==> src/rtl/pc_ctrl.sv <==
// rtl/pc_ctrl.sv - fetch-stage program counter with stall, branch buffering and flush
module pc_ctrl #(
   parameter int unsigned     PC_W      = 32,
   parameter logic [PC_W-1:0] RESET_VEC = '0,
   parameter int unsigned     STEP      = 4,
   parameter bit              ALIGN     = 1'b1
) (
   input  logic            clk,
   input  logic            rst,
   input  logic            stall,
   input  logic            branch_flag,
   input  logic [PC_W-1:0] branch_target,
   input  logic            flush,
   input  logic [PC_W-1:0] flush_pc,
   output logic [PC_W-1:0] pc,
   output logic            ce,
   output logic            pending
);

   typedef enum logic {ST_OFF = 1'b0, ST_RUN = 1'b1} state_t;

   localparam logic [PC_W-1:0] STEP_V = PC_W'(STEP);

   state_t          state_q, state_d;
   logic [PC_W-1:0] pc_q, pc_d;
   logic [PC_W-1:0] pend_target_q, pend_target_d;
   logic            pending_q, pending_d;

   function automatic logic [PC_W-1:0] align_f(input logic [PC_W-1:0] x);
      return ALIGN ? {x[PC_W-1:2], 2'b00} : x;
   endfunction

   always_ff @(posedge clk or negedge rst) begin
      if (!rst) begin
         state_q       <= ST_OFF;
         pc_q          <= RESET_VEC;
         pend_target_q <= '0;
         pending_q     <= 1'b0;
      end else begin
         state_q       <= state_d;
         pc_q          <= pc_d;
         pend_target_q <= pend_target_d;
         pending_q     <= pending_d;
      end
   end

   // OFF lasts exactly one edge so the first fetch is RESET_VEC with ce high.
   always_comb begin
      state_d       = state_q;
      pc_d          = pc_q;
      pend_target_d = pend_target_q;
      pending_d     = pending_q;
      if (state_q == ST_OFF) begin
         state_d = ST_RUN;
      end else if (flush) begin
         pc_d      = align_f(flush_pc);
         pending_d = 1'b0;
      end else if (stall) begin
         if (branch_flag) begin
            pending_d     = 1'b1;
            pend_target_d = align_f(branch_target);
         end
      end else if (branch_flag) begin
         pc_d      = align_f(branch_target);
         pending_d = 1'b0;
      end else if (pending_q) begin
         pc_d      = pend_target_q;
         pending_d = 1'b0;
      end else begin
         pc_d = pc_q + STEP_V;
      end
   end

   assign pc      = pc_q;
   assign ce      = (state_q == ST_RUN);
   assign pending = pending_q;

endmodule

==> config.mk <==
export PLATFORM = sky130hd
export DESIGN_NAME = pc_ctrl
export DESIGN_NICKNAME = d
export VERILOG_FILES = /design/src/rtl/pc_ctrl.sv
export SDC_FILE = /design/constraint.sdc
export NUM_CORES = 1
export LEC_CHECK = 0
export CAP_MARGIN = 20
export CORE_MARGIN = 8
export CORE_UTILIZATION = 25
export DETAILED_ROUTE_END_ITERATION = 10
export PLACE_DENSITY = 0.53
export SLEW_MARGIN = 20
export SYNTH_ARGS = -nofsm -noshare
export SYNTH_HDL_FRONTEND = slang
export SYNTH_SLANG_ARGS = --single-unit
==> constraint.sdc <==
create_clock -name clk -period 2.6 [get_ports clk]
set_input_delay 0.26 -clock clk [delete_from_list [all_inputs] [get_ports clk]]
set_output_delay 0.26 -clock clk [all_outputs]
set_load 0.05 [all_outputs]
# Word-level counts from Yosys, hierarchy flattened
# Cells that the tools add are included.
# W data, S select, Z words.
# word_totals
register_bits	64
out_inout_bits	34
mem_count	0
latchBits	0
input_bits	69
word_cells	18
romBits	0
ram_bits	0
# op_classes
muxes	7
shift	0
order_cmp	0
div_mod_pow	0
multipliers	0
reduce_logical	3
eq_ne	2
add_sub_neg	1
n_bitwise	1
# ops
cell	count
$mux W32	4
$add A32 B3 Y32 const B	1
$reduce_and A2 Y1	2
$reduce_and A4 Y1	1
$mux W1	3
$ne A3 B1 Y1 const B	1
$ne A2 B1 Y1 const B	1
$not A1 Y1	1

# Logic depth before layout (Yosys ltp)
# Gate-level depths: netlist of the first run.
# logic_depth
depth_word	5
mapped_depth	7

# Least setup slack after synthesis of the first run
# OpenSTA, ideal clock, no wires.
# synth_timing
path_type	register to register
from	register pc_q[2], in the netlist pc[2]
to	register pc_q[26], in the netlist pc[26]
path_stages_with_launch	8
period_less_slack_ns	2.670
arrival_ns	2.549
path_slack_ns	-0.070
t_required_ns	2.478
setup_ns	0.122
cell_sequence	dfrtp_1 -> ha_1 -> nand4_2 -> or3_1 -> buf_2 -> or4_4 -> a31o_1 -> a32o_1
# synth_between
elab_chain_len	5
# synth_lines
item	line_no	source
start, declared	25	logic [PC_W-1:0] pc_q, pc_d;
start signal, assigned	41	pc_q <= pc_d;
$add A32 B3 Y32	70	pc_d = pc_q + STEP_V;
$mux W32	66	end else if (pending_q) begin
$mux W32	63	end else if (branch_flag) begin
$mux W32	58	end else if (stall) begin
$mux W32	55	end else if (flush) begin
# Every way passes these cells. The select of a mux whose other input is x is not followed.
# A chain may end at the register's enable or synchronous reset.

# Worst setup path in the final report of the first run
# layout_timing
from	register pc_q[2], in the netlist pc[2]
to	register pc_q[24], in the netlist pc[24]
# Same word-level chain as after synthesis.

==> out/metrics.cfg, run 1 <==
[final_layout]
diodes = 0
n_fill_cell = 1528
final_util_pct = 36.2
seqCellArea_sq_mm = 0.00155
layout.nets = 569
drive_above_1_share_pct = 16.5
multiInputGateArea_sq_mm = 0.00201
syn2layout_area_growth_pct = 41.9

[clock_tree]
cts.htree.levels = 3
clkSinkCount = 62
cts_resized = 0
postCtsSetupBuffers = 0
clock-root-buffer = clkbuf_16
cts_buffer_depth = 2
clock_latency_ns = 0.34
cts.reportedPaths.clkPinSlew_ns = 0.06
hold_buffers = 0
tritoncts = yes
cts_buffers = 9

[pwr]
peakVddDrop_mv = 0.347
p_leak_uw = 0.00203
power.density_mw_per_mm2 = 694

[global_routing]
grt_pass1_vias = 3900
grt_overflow = 0
grt_use_total_pct = 15.1
grt_max_degree = 45
antenna_found_initial = 0
grt_pass1_wl_microns = 21600

[timing]
fin_setup_tns_ns = 0
hold_slack_ns = -0.00478
rsz0062_at_grt = no
tightest_slew_ns = 0.781
min_period_over_period_pct = 90.6
slew_violations = 0
finalSetupViolCount = 0
hold_viol_final = 3
slew_headroom_pct = 47.9
maxClockFrequency_mhz = 425
finClkSkew_ns = 0.00681
post-route-min-period_ns = 2.35

[floorplan]
core_area_sq_mm = 0.0145
initial_core_util_pct = 25.5
die-height_microns = 138
rows = 44
die-width_microns = 138
die_area_sq_mm = 0.0190
num_io_pins = 103

[routing]
ant_nets = 0
avgViaCountPerCell = 5.36
firstDrtPassIters = 4
vias = 3686
wl_per_cell_microns = 20.3
finalWirelength_microns = 14000
first_iter_violations = 289
remaining_drc_errors = 0

[synthesis]
netlist_area_sq_mm = 0.00371
syn-instance-count = 396
yosys.cell_types.count = 58
synthArstFlopShare_pct = 100
ys.flop_type = dfrtp_1
synth_area_leaders = dfrtp_1 42%, mux2_2 9.4%, o21ai_0 3.9%
yosysWarningCount = 0
synth.largest_area_cell = dfrtp_1
synth_edf_count = 0
yosysSeqAreaShare_pct = 41.9
synth.avg_cell_area_sq_um = 9.36
synth-seq-cells = 62
synth_top_area_share_pct = 41.9

[min_path]
hold_class = in -> async

[status]
failed_checks = hold timing
status = finished, violations left

[setup_path]
cp-end-kind = flip-flop
critPathMaxFanout = 5
path_class = reg -> reg
r2r.worst_path.cells = 6
cp.required_ns = 2.83
start_kind = flip-flop
critPathArrivalTime_ns = 2.58

[placement]
dpl.hpwl_microns = 10300
port_buffers = 96
globalplace.congestion = 0.789

[job]
timing.max_cap.violations = 0

==> placed cells by master, fill, tap and decap left out, types with 7 or more instances in the layout <==
cell and instances:
o21ai_0 29, o211ai_1 7, o31ai_1 10, inv_1 7, buf_4 23, nor2_1 25
o22ai_1 7, a221oi_1 7, nand3_1 12, a21oi_1 18, mux2_2 31, dfrtp_1 60
a221o_1 7, nand2b_1 11, clkbuf_16 9, nand2_1 34, clkdlybuf4s50_1 95
==> Yosys cell counts (2+ instances only) <==
cell / number
a221oi_1: 7
mux2_2: 31
o22ai_1: 7
nand2_1: 34
dfrtp_1: 62
inv_1: 7
a32o_1: 3
nand3_1: 12
o31ai_1: 10
o211ai_1: 7
a31oi_1: 4
a311oi_1: 2
a211o_1: 2
o21ai_0: 29
o31a_1: 4
nand4_1: 6
a22o_1: 2
o221ai_1: 2
xnor2_1: 4
nor2_1: 25
nor3_1: 6
nor4_1: 6
and2_1: 3
and3_1: 4
xor2_1: 3
conb_1: 2
nor2b_1: 2
buf_1: 3
or4_1: 2
mux2i_1: 4
o2111ai_1: 2
or3_1: 6
or2_2: 3
a211oi_1: 5
clkbuf_1: 23
o41ai_1: 2
o311ai_0: 2
nand2b_1: 11
a2bb2oi_1: 2
buf_4: 2
a22oi_1: 2
a21oi_1: 18
a221o_1: 7
nand4_2: 2
==> flip-flops by register name, indices dropped and copies added (netlist names) <==
name / flops
pend_target_q: 30
pending: 1
pc: 30
ce: 1
==> path summary, 6_finish.rpt <==
check | from | end | slack [ns]
setup / recovery | pc[2] | pc[24] | 0.25
hold reg to reg | pend_target_q[7] | pend_target_q[7] | 0.49
setup reg to reg | pc[2] | pc[24] | 0.25
min in group clk | pend_target_q[7] | pend_target_q[7] | 0.49
hold / removal | rst | pend_target_q[24] | -0.005
max in group asynchronous | rst | pc[19] | 1.85
==> kinds of logic after synthesis <==
logic type,after synthesis,synth area share [%]
adder cells (fa/ha/maj),1,0.338
XOR/XNOR,7,1.65
other,2,0.203
multiplexers,35,10.5
AND/OR/NAND/NOR,126,17.5
flip-flops,62,41.9
AO/OA/AOI/OAI,127,24.1
buffers and inverters,36,3.88
==> per-stage QoR <==
step / hold WS [ns] / std cells / total power [uW] / cell area [sq um] / setup slack (ns)
3_3_place_gp: 0.382 / 672 / 2480 / 4970 / 0.264
6_report: -0.00478 / 688 / 3650 / 5260 / 0.245
2_1_floorplan: -0.0356 / 397 / 2020 / 3710 / 0.0965
4_1_cts: 0.0181 / 688 / 3690 / 5260 / 0.235
3_5_place_dp: 0.388 / 672 / 2510 / 4970 / 0.246
5_1_grt: 0.0394 / 688 / 3840 / 5260 / 0.133
==> metal layers <==
| metal | part of all wire (%) | global-route usage [%] | wire length [microns] |
|---|---|---|---|
| met3 | 9.1 | 4.81 | 1270 |
| met1 | 41 | 18.4 | 5780 |
| met2 | 49 | 24.5 | 6780 |
| met4 | 0.97 | 5.43 | 136 |
| met5 | 0 | 0 | 0 |
==> worst max-delay path, cell delays in order, from the launching register on <==
cell and delay (ns):
dfrtp_2 0.39, ha_1 0.24, nand4_2 0.15, or4_1 0.63
or3_1 0.40, a31o_2 0.24, a32o_1 0.20
==> power by group <==
group	switching (uW)	total, uW	leakage [uW]	internal, uW
sequential	196	1350	0.000738	1150
combinational	658	1140	0.00115	480
clock	448	1160	0.000148	716
total	1300	3650	0.00203	2350
==> cell type report <==
cell class                      instances  share of cell area, %
Clock buffer                           12                   5.07
Clock inverter                          4                  0.381
Inverter                                7                  0.500
Multi-Input combinational cell        299                   38.3
Sequential cell                        62                   29.5
Tap cell                              184                   4.38
Timing Repair Buffer                  120                   21.8
Power figures use the tool's default switching activity.
==> run 2, diff against run 1 <==
--- a/config.mk
+++ b/config.mk
@@ -5,11 +5,12 @@
 export SDC_FILE = /design/constraint.sdc
 export NUM_CORES = 1
 export LEC_CHECK = 0
+export ABC_AREA = 1
 export CAP_MARGIN = 20
 export CORE_MARGIN = 8
 export CORE_UTILIZATION = 25
 export DETAILED_ROUTE_END_ITERATION = 10
-export PLACE_DENSITY = 0.53
+export PLACE_DENSITY = 0.52
 export SLEW_MARGIN = 20
 export SYNTH_ARGS = -nofsm -noshare
 export SYNTH_HDL_FRONTEND = slang
==> run 2 against run 1 <==
  * The flow now finishes without violations
  * Sequential share of layout area shrank 2.2 points
  * Register-to-register slack improved by 0.47 ns
  * Largest power group unchanged
  * Routed wire length increased by 3.5%
  * Critical path type is now reg -> out
  * Setup slack improved by 0.16 ns
==> out/metrics.cfg, run 2 <==
[routing]
first_iter_violations = 248
avgViaCountPerCell = 4.43
vias = 4241
ant_nets = 0
wl_per_cell_microns = 15.1
finalWirelength_microns = 14500
remaining_drc_errors = 0
firstDrtPassIters = 4

[timing]
slew_violations = 0
post-route-min-period_ns = 2.20
setup_ws_ns = 0.403
maxClockFrequency_mhz = 455
finalSetupViolCount = 0
min_period_over_period_pct = 84.5
rsz0062_at_grt = no
slew_headroom_pct = 51.9
tightest_slew_ns = 0.721
fin_setup_tns_ns = 0
hold_viol_final = 0
finClkSkew_ns = 0.00711

[synthesis]
yosysSeqAreaShare_pct = 36.2
syn-instance-count = 642
synth.avg_cell_area_sq_um = 6.68
synth_common_cells = 198 x nand2_1, 117 x nor2_1, 62 x dfrtp_1, 53 x a21oi_1, 47 x inv_1
synth-seq-cells = 62
yosys.cell_types.count = 31
yosysWarningCount = 0
synthArstFlopShare_pct = 100
synth.largest_area_cell = dfrtp_1
ys.flop_type = dfrtp_1
synth_edf_count = 0
netlist_area_sq_mm = 0.00429
synth_most_common_cell = nand2_1
synth_top_area_share_pct = 36.2
synth_area_leaders = dfrtp_1 36%, nand2_1 17%, nor2_1 10%

[min_path]
hp-start = pend_target_q[10]
hold_class = reg -> reg

[pwr]
p_comb_share_pct = 32.2
power.density_mw_per_mm2 = 617
switching_power_uw = 1300
p_sw_share_pct = 37.0
clock_power_share_pct = 30.3
p_int_uw = 2200
peakVddDrop_mv = 0.301
pwr-share-seq_pct = 37.5
p_leak_uw = 0.00254

[final_layout]
stdcell_count = 957
n_fill_cell = 1909
seqCellArea_sq_mm = 0.00155
final_common_cell = nand2_1
multiInputGateArea_sq_mm = 0.00237
final_cell_mix = 197 x nand2_1, 117 x nor2_1, 94 x clkdlybuf4s50_1
syn2layout_area_growth_pct = 32.3
layout.nets = 798
diodes = 0
drive_above_1_share_pct = 9.84

[clock_tree]
tritoncts = yes
clkSinkCount = 62
cts.htree.levels = 3
cts_buffers = 9
cts.reportedPaths.clkPinSlew_ns = 0.05
cts_buffer_depth = 2
clock_latency_ns = 0.33
clock-root-buffer = clkbuf_16

[setup_path]
cp-end-kind = output port
cp_cell_sequence = clkdlybuf4s50_1
start_kind = flip-flop
critPathMaxFanout = 13
slowest_stage = clkdlybuf4s50_1
r2r_start = pc[3]
path_class = reg -> out
path_buf_inv = 1
critPathLaunch = pending
slowest_delay_ns = 0.92
cp.required_ns = 2.34
critPathArrivalTime_ns = 1.94
cp_top_family = buffers and inverters

[global_routing]
grt_overflow = 0
grt_pass1_wl_microns = 23300
antenna_found_initial = 0
grt_use_total_pct = 13.6
grt_max_degree = 42
grt_pass1_vias = 4285

[floorplan]
die_area_sq_mm = 0.0216
rows = 48
num_io_pins = 103
initial_core_util_pct = 25.1
die-height_microns = 147
die-width_microns = 147
core_area_sq_mm = 0.0171

[placement]
placedCellCount = 941
port_buffers = 96
globalplace.congestion = 0.863
pre_cts_slack_ns = 0.660
dpl.hpwl_microns = 10700

[job]
timing.max_cap.violations = 0

[status]
status = finished clean

[run 2: cell types whose count changed after synthesis, moves of 11 or more]
cell      delta
nand3_1     +21
nor2_1      +92
nand2b_1    -11
a21oi_1     +35
nor2_2      +12
inv_1       +40
mux2_2      -12
nand2_1    +164
clkbuf_1    -11
[run 2: metrics by stage]
step           utilization [%]  area (sq um)  hold slack, ns  power [uW]
2_1_floorplan                -          4290         -0.0356        2030
3_3_place_gp              31.7          5410           0.340        2460
3_5_place_dp              31.7          5410           0.348        2470
4_1_cts                   33.2          5670           0.500        3550
5_1_grt                   33.2          5670           0.512        3710
6_report                  33.2          5670           0.501        3500
[run 2: final timing paths]
| check | slack [ns] | cells past startpoint | end |
|---|---|---|---|
| min | 0.50 | 1 | pend_target_q[10] |
| max | 0.40 | 1 | pending |
| max reg2reg | 0.72 | 9 | pc[12] |
| min reg2reg | 0.50 | 1 | pend_target_q[10] |
| max in group asynchronous | 1.41 | 3 | pend_target_q[26] |
| min in group asynchronous | 0.52 | 2 | pc[31] |
[run 2: area by class of cell]
class | instances | area share [%]
clock inverters | 2 | 0.177
multi-input cells | 501 | 41.8
repair buffers | 105 | 18.2
flip-flops and latches | 62 | 27.4
clock buffers | 13 | 4.24
well taps | 225 | 4.96
inverters | 49 | 3.24
[run 2: what timing repair did]
item                      in CTS  in global routing
resized for setup              0                  0
buffers inserted               0                  0
hold endpoints to repair      22                  0
hold buffers                   1                  0
[run 2: per-layer routing]
metal  global-route usage [%]  part of all wire, %  routed length (microns)
met5                        0                    0                        0
met4                     3.26                 0.76                      110
met3                     4.52                  6.2                      901
met1                     17.7                   49                     7020
met2                     21.5                   44                     6430
[run 2: logic make-up after synthesis]
family / Yosys count / share of synthesized area, %
AOI/OAI and AO/OA: 92 / 11.2
xor gates and xnor gates: 7 / 1.43
adders and majority gates: 1 / 0.292
buffers and inverters: 80 / 8.64
DFF: 62 / 36.2
muxes: 19 / 4.99
other: 2 / 0.175
and+or+nand+nor: 379 / 37.1
[run 2: power by group through the flow]
stage | logic, uW | clock network, uW | registers (uW)
global route | 1240 | 1130 | 1340
floorplan | 508 | 0 | 1520
detailed placement | 1140 | 0 | 1330
CTS | 1140 | 1090 | 1320
global placement | 1130 | 0 | 1330
finish | 1130 | 1060 | 1310
